===== src/rtl/alu_sequencer.sv =====
// Program sequencer for the Alu accumulator: writable instruction store, back-to-back
// issue with optional repeat passes, opcode screening, and tagged result capture.

package alu_sequencer_pkg;

  // Opcode encoding shared with the Alu instruction decoder.
  typedef enum logic [3:0] {
    OP_NOP = 4'h0,
    OP_LDI = 4'h1,
    OP_ADD = 4'h2,
    OP_SUB = 4'h3,
    OP_NOT = 4'h4,
    OP_AND = 4'h5,
    OP_IOR = 4'h6,
    OP_XOR = 4'h7,
    OP_SHL = 4'h8,
    OP_SHR = 4'h9
  } alu_op_e;

  typedef enum logic [1:0] {
    S_IDLE,
    S_RUN,
    S_DRAIN,
    S_ERROR
  } state_e;

  function automatic logic op_valid(input logic [3:0] op);
    return op inside {OP_NOP, OP_LDI, OP_ADD, OP_SUB, OP_NOT,
                      OP_AND, OP_IOR, OP_XOR, OP_SHL, OP_SHR};
  endfunction

endpackage

module alu_sequencer
  import alu_sequencer_pkg::*;
#(
  parameter int PROG_DEPTH = 16,
  parameter int ADDR_WIDTH = 4
) (
  input  logic                  clock,
  input  logic                  reset,
  input  logic [ADDR_WIDTH-1:0] prog_addr,
  input  logic [11:0]           prog_data,
  input  logic                  prog_wen,
  input  logic [ADDR_WIDTH-1:0] end_addr,
  input  logic [7:0]            loop_count,
  input  logic                  start,
  input  logic                  abort,
  output logic                  busy,
  output logic                  done,
  output logic                  error,
  output logic [11:0]           alu_inst,
  output logic                  alu_inst_wen,
  input  logic [7:0]            alu_result,
  output logic [7:0]            result_out,
  output logic [ADDR_WIDTH-1:0] result_tag,
  output logic                  result_valid
);

  localparam logic [ADDR_WIDTH-1:0] LAST_ADDR = ADDR_WIDTH'(PROG_DEPTH - 1);

  state_e                state_q, state_d;
  logic [ADDR_WIDTH-1:0] pc_q, pc_d;
  logic [7:0]            pass_q, pass_d;
  logic [ADDR_WIDTH-1:0] end_q, end_d;
  logic [7:0]            loops_q, loops_d;
  logic                  suppress_q, suppress_d;
  logic [11:0]           inst_q, inst_d;
  logic                  wen_q, wen_d;
  logic [ADDR_WIDTH-1:0] tag_q, tag_d;
  logic                  done_q, done_d;

  logic                  cap_pend_q;
  logic [ADDR_WIDTH-1:0] cap_tag_q;
  logic [7:0]            res_q;
  logic [ADDR_WIDTH-1:0] res_tag_q;
  logic                  res_valid_q;

  logic [11:0]           mem [PROG_DEPTH];

  logic                  wr_ok;
  logic                  fetch_en;
  logic [ADDR_WIDTH-1:0] f_pc;
  logic [ADDR_WIDTH-1:0] f_end;
  logic [7:0]            f_loops;
  logic [7:0]            f_pass;
  logic [11:0]           f_word;
  logic                  f_valid;
  logic                  f_last;
  logic                  f_final;
  logic [ADDR_WIDTH-1:0] pc_inc;

  // ---------------------------------------------------------------------------
  // Instruction store
  // ---------------------------------------------------------------------------
  assign wr_ok = prog_wen && (state_q == S_IDLE || state_q == S_ERROR);

  // NOTE: the store is deliberately left out of reset so it maps onto plain
  // register/RAM cells and survives a controller reset.
  always_ff @(posedge clock) begin
    if (wr_ok) mem[prog_addr] <= prog_data;
  end

  // ---------------------------------------------------------------------------
  // Fetch context: the start edge is the first fetch, so in IDLE the run
  // parameters come straight from the ports instead of the latched copies.
  // ---------------------------------------------------------------------------
  assign fetch_en = (state_q == S_IDLE && start) || (state_q == S_RUN);
  assign f_pc     = (state_q == S_IDLE) ? '0         : pc_q;
  assign f_end    = (state_q == S_IDLE) ? end_addr   : end_q;
  assign f_loops  = (state_q == S_IDLE) ? loop_count : loops_q;
  assign f_pass   = (state_q == S_IDLE) ? 8'd0       : pass_q;

  // A write landing on the same edge as start must be what the run sees.
  assign f_word   = (wr_ok && prog_addr == f_pc) ? prog_data : mem[f_pc];
  assign f_valid  = op_valid(f_word[11:8]);
  assign f_last   = (f_pc == f_end);
  assign f_final  = f_last && (f_pass == f_loops);
  assign pc_inc   = (f_pc == LAST_ADDR) ? '0 : f_pc + 1'b1;

  // ---------------------------------------------------------------------------
  // FSM: state register
  // ---------------------------------------------------------------------------
  // NOTE: sequential state uses non-blocking assignments so every register
  // samples pre-edge values regardless of process ordering.
  always_ff @(posedge clock or negedge reset) begin
    if (!reset) state_q <= S_IDLE;
    else        state_q <= state_d;
  end

  // ---------------------------------------------------------------------------
  // FSM: next state
  // ---------------------------------------------------------------------------
  // NOTE: every combinational target gets a default first, so no path can
  // leave it unassigned and infer a latch.
  always_comb begin
    state_d = state_q;
    unique case (state_q)
      S_IDLE: begin
        if (start) begin
          if (!f_valid)     state_d = S_ERROR;
          else if (f_final) state_d = S_DRAIN;
          else              state_d = S_RUN;
        end
      end
      S_RUN: begin
        if (!f_valid)     state_d = S_ERROR;
        else if (abort)   state_d = S_DRAIN;
        else if (f_final) state_d = S_DRAIN;
      end
      // Leave once the last issued word has been sampled by the Alu; its
      // result is captured on that same edge.
      S_DRAIN: if (!wen_q) state_d = S_IDLE;
      S_ERROR: state_d = S_ERROR;
      default: state_d = S_IDLE;
    endcase
  end

  // ---------------------------------------------------------------------------
  // FSM: outputs and run bookkeeping
  // ---------------------------------------------------------------------------
  always_comb begin
    pc_d       = pc_q;
    pass_d     = pass_q;
    end_d      = end_q;
    loops_d    = loops_q;
    suppress_d = suppress_q;
    inst_d     = inst_q;
    wen_d      = 1'b0;
    tag_d      = tag_q;
    done_d     = 1'b0;

    if (fetch_en) begin
      if (!f_valid) begin
        inst_d = {OP_NOP, 8'h00};
      end else if (state_q == S_RUN && abort) begin
        suppress_d = 1'b1;
      end else begin
        inst_d     = f_word;
        wen_d      = 1'b1;
        tag_d      = f_pc;
        pc_d       = f_last ? '0 : pc_inc;
        pass_d     = f_last ? f_pass + 8'd1 : f_pass;
        end_d      = f_end;
        loops_d    = f_loops;
        suppress_d = 1'b0;
      end
    end

    if (state_q == S_DRAIN && !wen_q) done_d = !suppress_q;
  end

  always_ff @(posedge clock or negedge reset) begin
    if (!reset) begin
      pc_q       <= '0;
      pass_q     <= '0;
      end_q      <= '0;
      loops_q    <= '0;
      suppress_q <= 1'b0;
      inst_q     <= '0;
      wen_q      <= 1'b0;
      tag_q      <= '0;
      done_q     <= 1'b0;
    end else begin
      pc_q       <= pc_d;
      pass_q     <= pass_d;
      end_q      <= end_d;
      loops_q    <= loops_d;
      suppress_q <= suppress_d;
      inst_q     <= inst_d;
      wen_q      <= wen_d;
      tag_q      <= tag_d;
      done_q     <= done_d;
    end
  end

  // ---------------------------------------------------------------------------
  // Result capture: the Alu samples the issued word one edge after issue and
  // its accumulator is captured one edge after that.
  // ---------------------------------------------------------------------------
  always_ff @(posedge clock or negedge reset) begin
    if (!reset) begin
      cap_pend_q  <= 1'b0;
      cap_tag_q   <= '0;
      res_q       <= '0;
      res_tag_q   <= '0;
      res_valid_q <= 1'b0;
    end else begin
      cap_pend_q  <= wen_q;
      cap_tag_q   <= tag_q;
      res_valid_q <= cap_pend_q;
      if (cap_pend_q) begin
        res_q     <= alu_result;
        res_tag_q <= cap_tag_q;
      end
    end
  end

  assign busy         = (state_q == S_RUN) || (state_q == S_DRAIN);
  assign error        = (state_q == S_ERROR);
  assign done         = done_q;
  assign alu_inst     = inst_q;
  assign alu_inst_wen = wen_q;
  assign result_out   = res_q;
  assign result_tag   = res_tag_q;
  assign result_valid = res_valid_q;

endmodule


===== config.mk =====
export PLATFORM = sky130hd
export DESIGN_NAME = alu_sequencer
export DESIGN_NICKNAME = d
export VERILOG_FILES = /design/src/rtl/alu_sequencer.sv
export SDC_FILE = /design/constraint.sdc
export NUM_CORES = 1
export LEC_CHECK = 0
export CAP_MARGIN = 0
export CORE_ASPECT_RATIO = 1.4
export CORE_UTILIZATION = 30
export CTS_CLUSTER_DIAMETER = 150
export DETAILED_ROUTE_END_ITERATION = 8
export PLACE_DENSITY_LB_ADDON = 0.15
export SLEW_MARGIN = 30
export SYNTH_ARGS = -nofsm -noshare
export SYNTH_HDL_FRONTEND = slang
export SYNTH_SLANG_ARGS = --single-unit

===== constraint.sdc =====
create_clock -name clock -period 3.3 [get_ports clock]
set_input_delay 0.33 -clock clock [delete_from_list [all_inputs] [get_ports clock]]
set_output_delay 0.33 -clock clock [all_outputs]
set_load 0.01 [all_outputs]

==> summary.md <==
| Metric | Value |
|---|---|
| Initial core utilization | `30.4%` |
| Worst setup margin | `318 ps` |
| Number of remaining DRC errors | `0` |
| Signed area change from the synthesized netlist to the final layout | `22.0%` |
| Port bufs | `69` |
| Yosys reg bits | `255` |
| Share of the yosys chip area belonging to registers | `67.6%` |
| Total count of max-transition violations in the final report | `0` |
| Aggregate global-route resource usage | `15.9%` |
| Total routed wirelength | `28.7 mm` |
| Routability cong. | `0.804` |
| Vertical extent of the die | `227 µm` |
| Prevailing post-synth register cell | `sky130_fd_sc_hd__edfxtp_1` |
| Cell count after placement | `1294` |
| Overall overflow remaining after global route | `0` |
| Wire length of the first global-routing pass | `43.5 mm` |
| Hold/Removal Path Class | `register to register` |
| Leakage power | `4.65 nW` |
| Dpl ws | `12.5 ps` |
| Number of antenna repair diodes | `0` |
| Via-per-instance ratio | `4.95` |
| Post-synth net total | `814` |
| CTS sink count | `255` |
| Worst-case vdd ir drop | `435 µV` |
| Via count of the first global-routing pass | `6887` |
| Number of H-tree branching levels | `1` |
| Capturing element type of the critical path | `register` |
| Pre-Repair DR Iteration Count | `4` |
| Post-synthesis cell area | `10900 µm²` |
| Post-synth top area share | `53.1%` |
| Peak Freq | `335 MHz` |
| Iteration-0 DRC Markers | `455` |
| Setup repair after global routing missed its margin | `no` |
| Number of fill cells in the layout | `3405` |
| Post-detail-place hpwl | `19.2 mm` |
| Largest cells by area after synthesis | `sky130_fd_sc_hd__edfxtp_1 53%, sky130_fd_sc_hd__dfrtp_1 15%, sky130_fd_sc_hd__mux2_2 3.5%, sky130_fd_sc_hd__nand2_1 2.9%, sky130_fd_sc_hd__mux4_2 2.7%` |
| Register clock-pin slew on the reported worst setup and hold paths | `60 ps` |
| Slew at the pin with the worst max-slew slack | `953 ps` |
| Final-layout worst hold slack | `376 ps` |
| Standard cell core area | `35700 µm²` |
| X dimension of the die | `163 µm` |
| Clock latency at the later pin of the worst-skew pair | `570 ps` |
| Post-layout instance count excluding filler cells | `1345` |
| Status | `complete, no violations` |
| Post-route ant nets | `0` |
| Num ports | `70` |
| CP Data Arrival Time | `3470 ps` |
| Critical path cell sequence | `inv_1 -> ha_2 -> nor3b_2 -> nor3b_1 -> o22a_4 -> nor4b_2 -> mux2_2 -> o31ai_1 -> nand3b_1` |
| Total Die Area | `37000 µm²` |
| Count of max-cap constraint violations | `0` |
| Final worst path period share | `90.4%` |
| P per Cell Area | `926 nW/µm²` |
| Register-to-register setup slack | `320 ps` |
| Cell with the largest stage delay on the worst path | `sky130_fd_sc_hd__nor4b_2` |
| Final net count | `908` |
| Cell accounting for the most synthesized area | `sky130_fd_sc_hd__edfxtp_1` |
| Setup-failing EPs final | `0` |
| Standard-cell rows | `82` |
| Core occupancy in the finished layout | `37.1%` |
| Worst rel slew slack | `36.3%` |
| Pin count of the biggest net entering global routing | `64` |
| Crit Path Class | `register to register` |
| Worst stage delay on the critical path | `450 ps` |
| Count of final hold-check violations | `0` |
| Accumulated negative setup slack | `0 ps` |
| Number of buffers inserted by post-CTS setup repair | `0` |
| Number of buffers between clock root and the deepest sink | `3` |
| Share of cells above drive strength 1 | `18.0%` |
| Highest net fanout along the worst path | `13` |
| Clock tree from TritonCTS | `yes` |
| Per-instance average area after synthesis | `14.1 µm²` |
| Number of flops mapped to enable cells by yosys | `192` |
| Final clock skew | `23.5 ps` |
| Fraction of synthesis flops using an asynchronous set or reset pin | `24.7%` |
| Post-synthesis cell count | `768` |
| Ys Warns | `0` |
| Critical path startpoint category | `register` |
| Final Critical Period | `2980 ps` |
| Root Buffer | `sky130_fd_sc_hd__clkbuf_16` |
| Cell variety after synth | `70` |
| Number of buffers inserted during clock tree synthesis | `27` |
| Required @ worst endpoint | `3790 ps` |
| Number of antenna violations at the first check in global routing | `1` |
| Via count | `6655` |
| DR WL/cell | `21.3 µm` |
==> final timing paths <==
kind                             from  cells past startpoint      endpoint
min reg2reg                  tag_q[2]                      0  cap_tag_q[2]
max                        state_q[0]                      9    state_q[0]
max reg2reg                state_q[0]                      9    state_q[0]
max in group asynchronous       reset                      2       pc_q[0]
min in group asynchronous       reset                      2    loops_q[0]
min                          tag_q[2]                      0  cap_tag_q[2]
==> layer usage <==
layer | global-route usage, % | up-vias | part of all wire [%]
met4 | 4.73 | 0 | 1.7
met3 | 2.46 | 30 | 4.3
met2 | 29.0 | 143 | 53
met5 | 0 | - | 0
met1 | 19.2 | 3343 | 41
li1 | - | 3139 | -
==> final cells by class <==
type / count / area [µm²] / share of cell area [%]
sequential: 255 / 7340 / 55.4
multi-input combinational: 449 / 3250 / 24.5
timing repair buffer: 116 / 1060 / 7.97
clock buffer: 39 / 773 / 5.83
tap: 462 / 578 / 4.36
clock inverter: 11 / 204 / 1.54
inverter: 13 / 48.8 / 0.368
==> where the power goes <==
group | internal (W) | leakage [nW] | switching, W | total [W]
registers | 0.00388 | 2.50 | 0.000321 | 0.00420
logic | 0.00199 | 1.68 | 0.00277 | 0.00476
clock network | 0.00203 | 0.470 | 0.00128 | 0.00332
==> kinds of logic (layout without fill, tap and decap cells) <==
family | after synthesis | after routing | synth area share (%)
xor gates and xnor gates | 6 | 6 | 0.484
muxes | 67 | 67 | 8.14
DFF | 255 | 255 | 67.6
adders and majority gates | 5 | 5 | 0.576
AOI/OAI and AO/OA | 163 | 163 | 10.9
buffers and inverters | 64 | 179 | 2.89
and+or+nand+nor | 208 | 208 | 9.45
==> cells in the mapped netlist, types with 16 or more instances <==
cell	number
sky130_fd_sc_hd__a21oi_1	33
sky130_fd_sc_hd__mux2_2	34
sky130_fd_sc_hd__dfrtp_1	63
sky130_fd_sc_hd__nor3_1	25
sky130_fd_sc_hd__edfxtp_1	192
sky130_fd_sc_hd__nand3_1	16
sky130_fd_sc_hd__buf_2	17
sky130_fd_sc_hd__clkbuf_1	23
sky130_fd_sc_hd__o21ai_0	29
sky130_fd_sc_hd__a31oi_1	24
sky130_fd_sc_hd__nor2b_1	18
sky130_fd_sc_hd__nor2_1	23
sky130_fd_sc_hd__nand2_1	85
==> critical path: cells and delay by family, from the launching register on <==
kind / cells / cell delay [ps]
multiplexers: 1 / 390
flip-flops: 1 / 430
AND/OR/NAND/NOR: 4 / 1180
adder cells (fa/ha/maj): 1 / 330
buffers and inverters: 1 / 100
AO/OA/AOI/OAI: 2 / 480
==> registers in the layout, summed over array words and instances, names as in the netlist, 2 cells and up <==
name and count:
alu_inst 12, cap_tag_q 4, end_q 4, loops_q 8, mem 192, pass_q 8
pc_q 4, result_out 8, result_tag 4, state_q 2, tag_q 4
==> what timing repair did <==
item	CTS	global route
setup endpoints to repair	1	1
endpoints found under the hold margin	63	0
resized for setup	1	1
hold buffers	1	0
pin swaps	0	0
==> metrics by stage <==
step                      total power (W)  cell area, µm²
after floorplan                   0.00737           10900
after global placement            0.00908           12300
after detailed placement          0.00910           12300
after CTS                          0.0125           13300
after global routing               0.0130           13300
final                              0.0123           13300
==> placed cells by master (no fill, tap or decap), types with 3 or more instances in the layout <==
master / instances
sky130_fd_sc_hd__a211oi_1: 9
sky130_fd_sc_hd__a21o_1: 3
sky130_fd_sc_hd__a21oi_1: 33
sky130_fd_sc_hd__a221oi_1: 12
sky130_fd_sc_hd__a31oi_1: 24
sky130_fd_sc_hd__buf_4: 46
sky130_fd_sc_hd__bufinv_16: 5
sky130_fd_sc_hd__clkbuf_1: 9
sky130_fd_sc_hd__clkbuf_16: 29
sky130_fd_sc_hd__clkdlybuf4s50_1: 68
sky130_fd_sc_hd__dfrtp_1: 62
sky130_fd_sc_hd__edfxtp_1: 192
sky130_fd_sc_hd__ha_1: 4
sky130_fd_sc_hd__inv_1: 13
sky130_fd_sc_hd__mux2_1: 7
sky130_fd_sc_hd__mux2_2: 34
sky130_fd_sc_hd__mux2i_1: 13
sky130_fd_sc_hd__mux4_2: 13
sky130_fd_sc_hd__nand2_1: 85
sky130_fd_sc_hd__nand2b_1: 12
sky130_fd_sc_hd__nand3_1: 16
sky130_fd_sc_hd__nand4_1: 3
sky130_fd_sc_hd__nor2_1: 23
sky130_fd_sc_hd__nor2b_1: 16
sky130_fd_sc_hd__nor3_1: 20
sky130_fd_sc_hd__nor3_2: 5
sky130_fd_sc_hd__nor3b_1: 3
sky130_fd_sc_hd__nor4_1: 5
sky130_fd_sc_hd__o211ai_1: 4
sky130_fd_sc_hd__o21ai_0: 29
sky130_fd_sc_hd__o2bb2ai_1: 13
sky130_fd_sc_hd__o31ai_1: 4
sky130_fd_sc_hd__or3_1: 3
sky130_fd_sc_hd__xnor2_1: 3
sky130_fd_sc_hd__xor2_1: 3
Power figures use the tool's default switching activity.
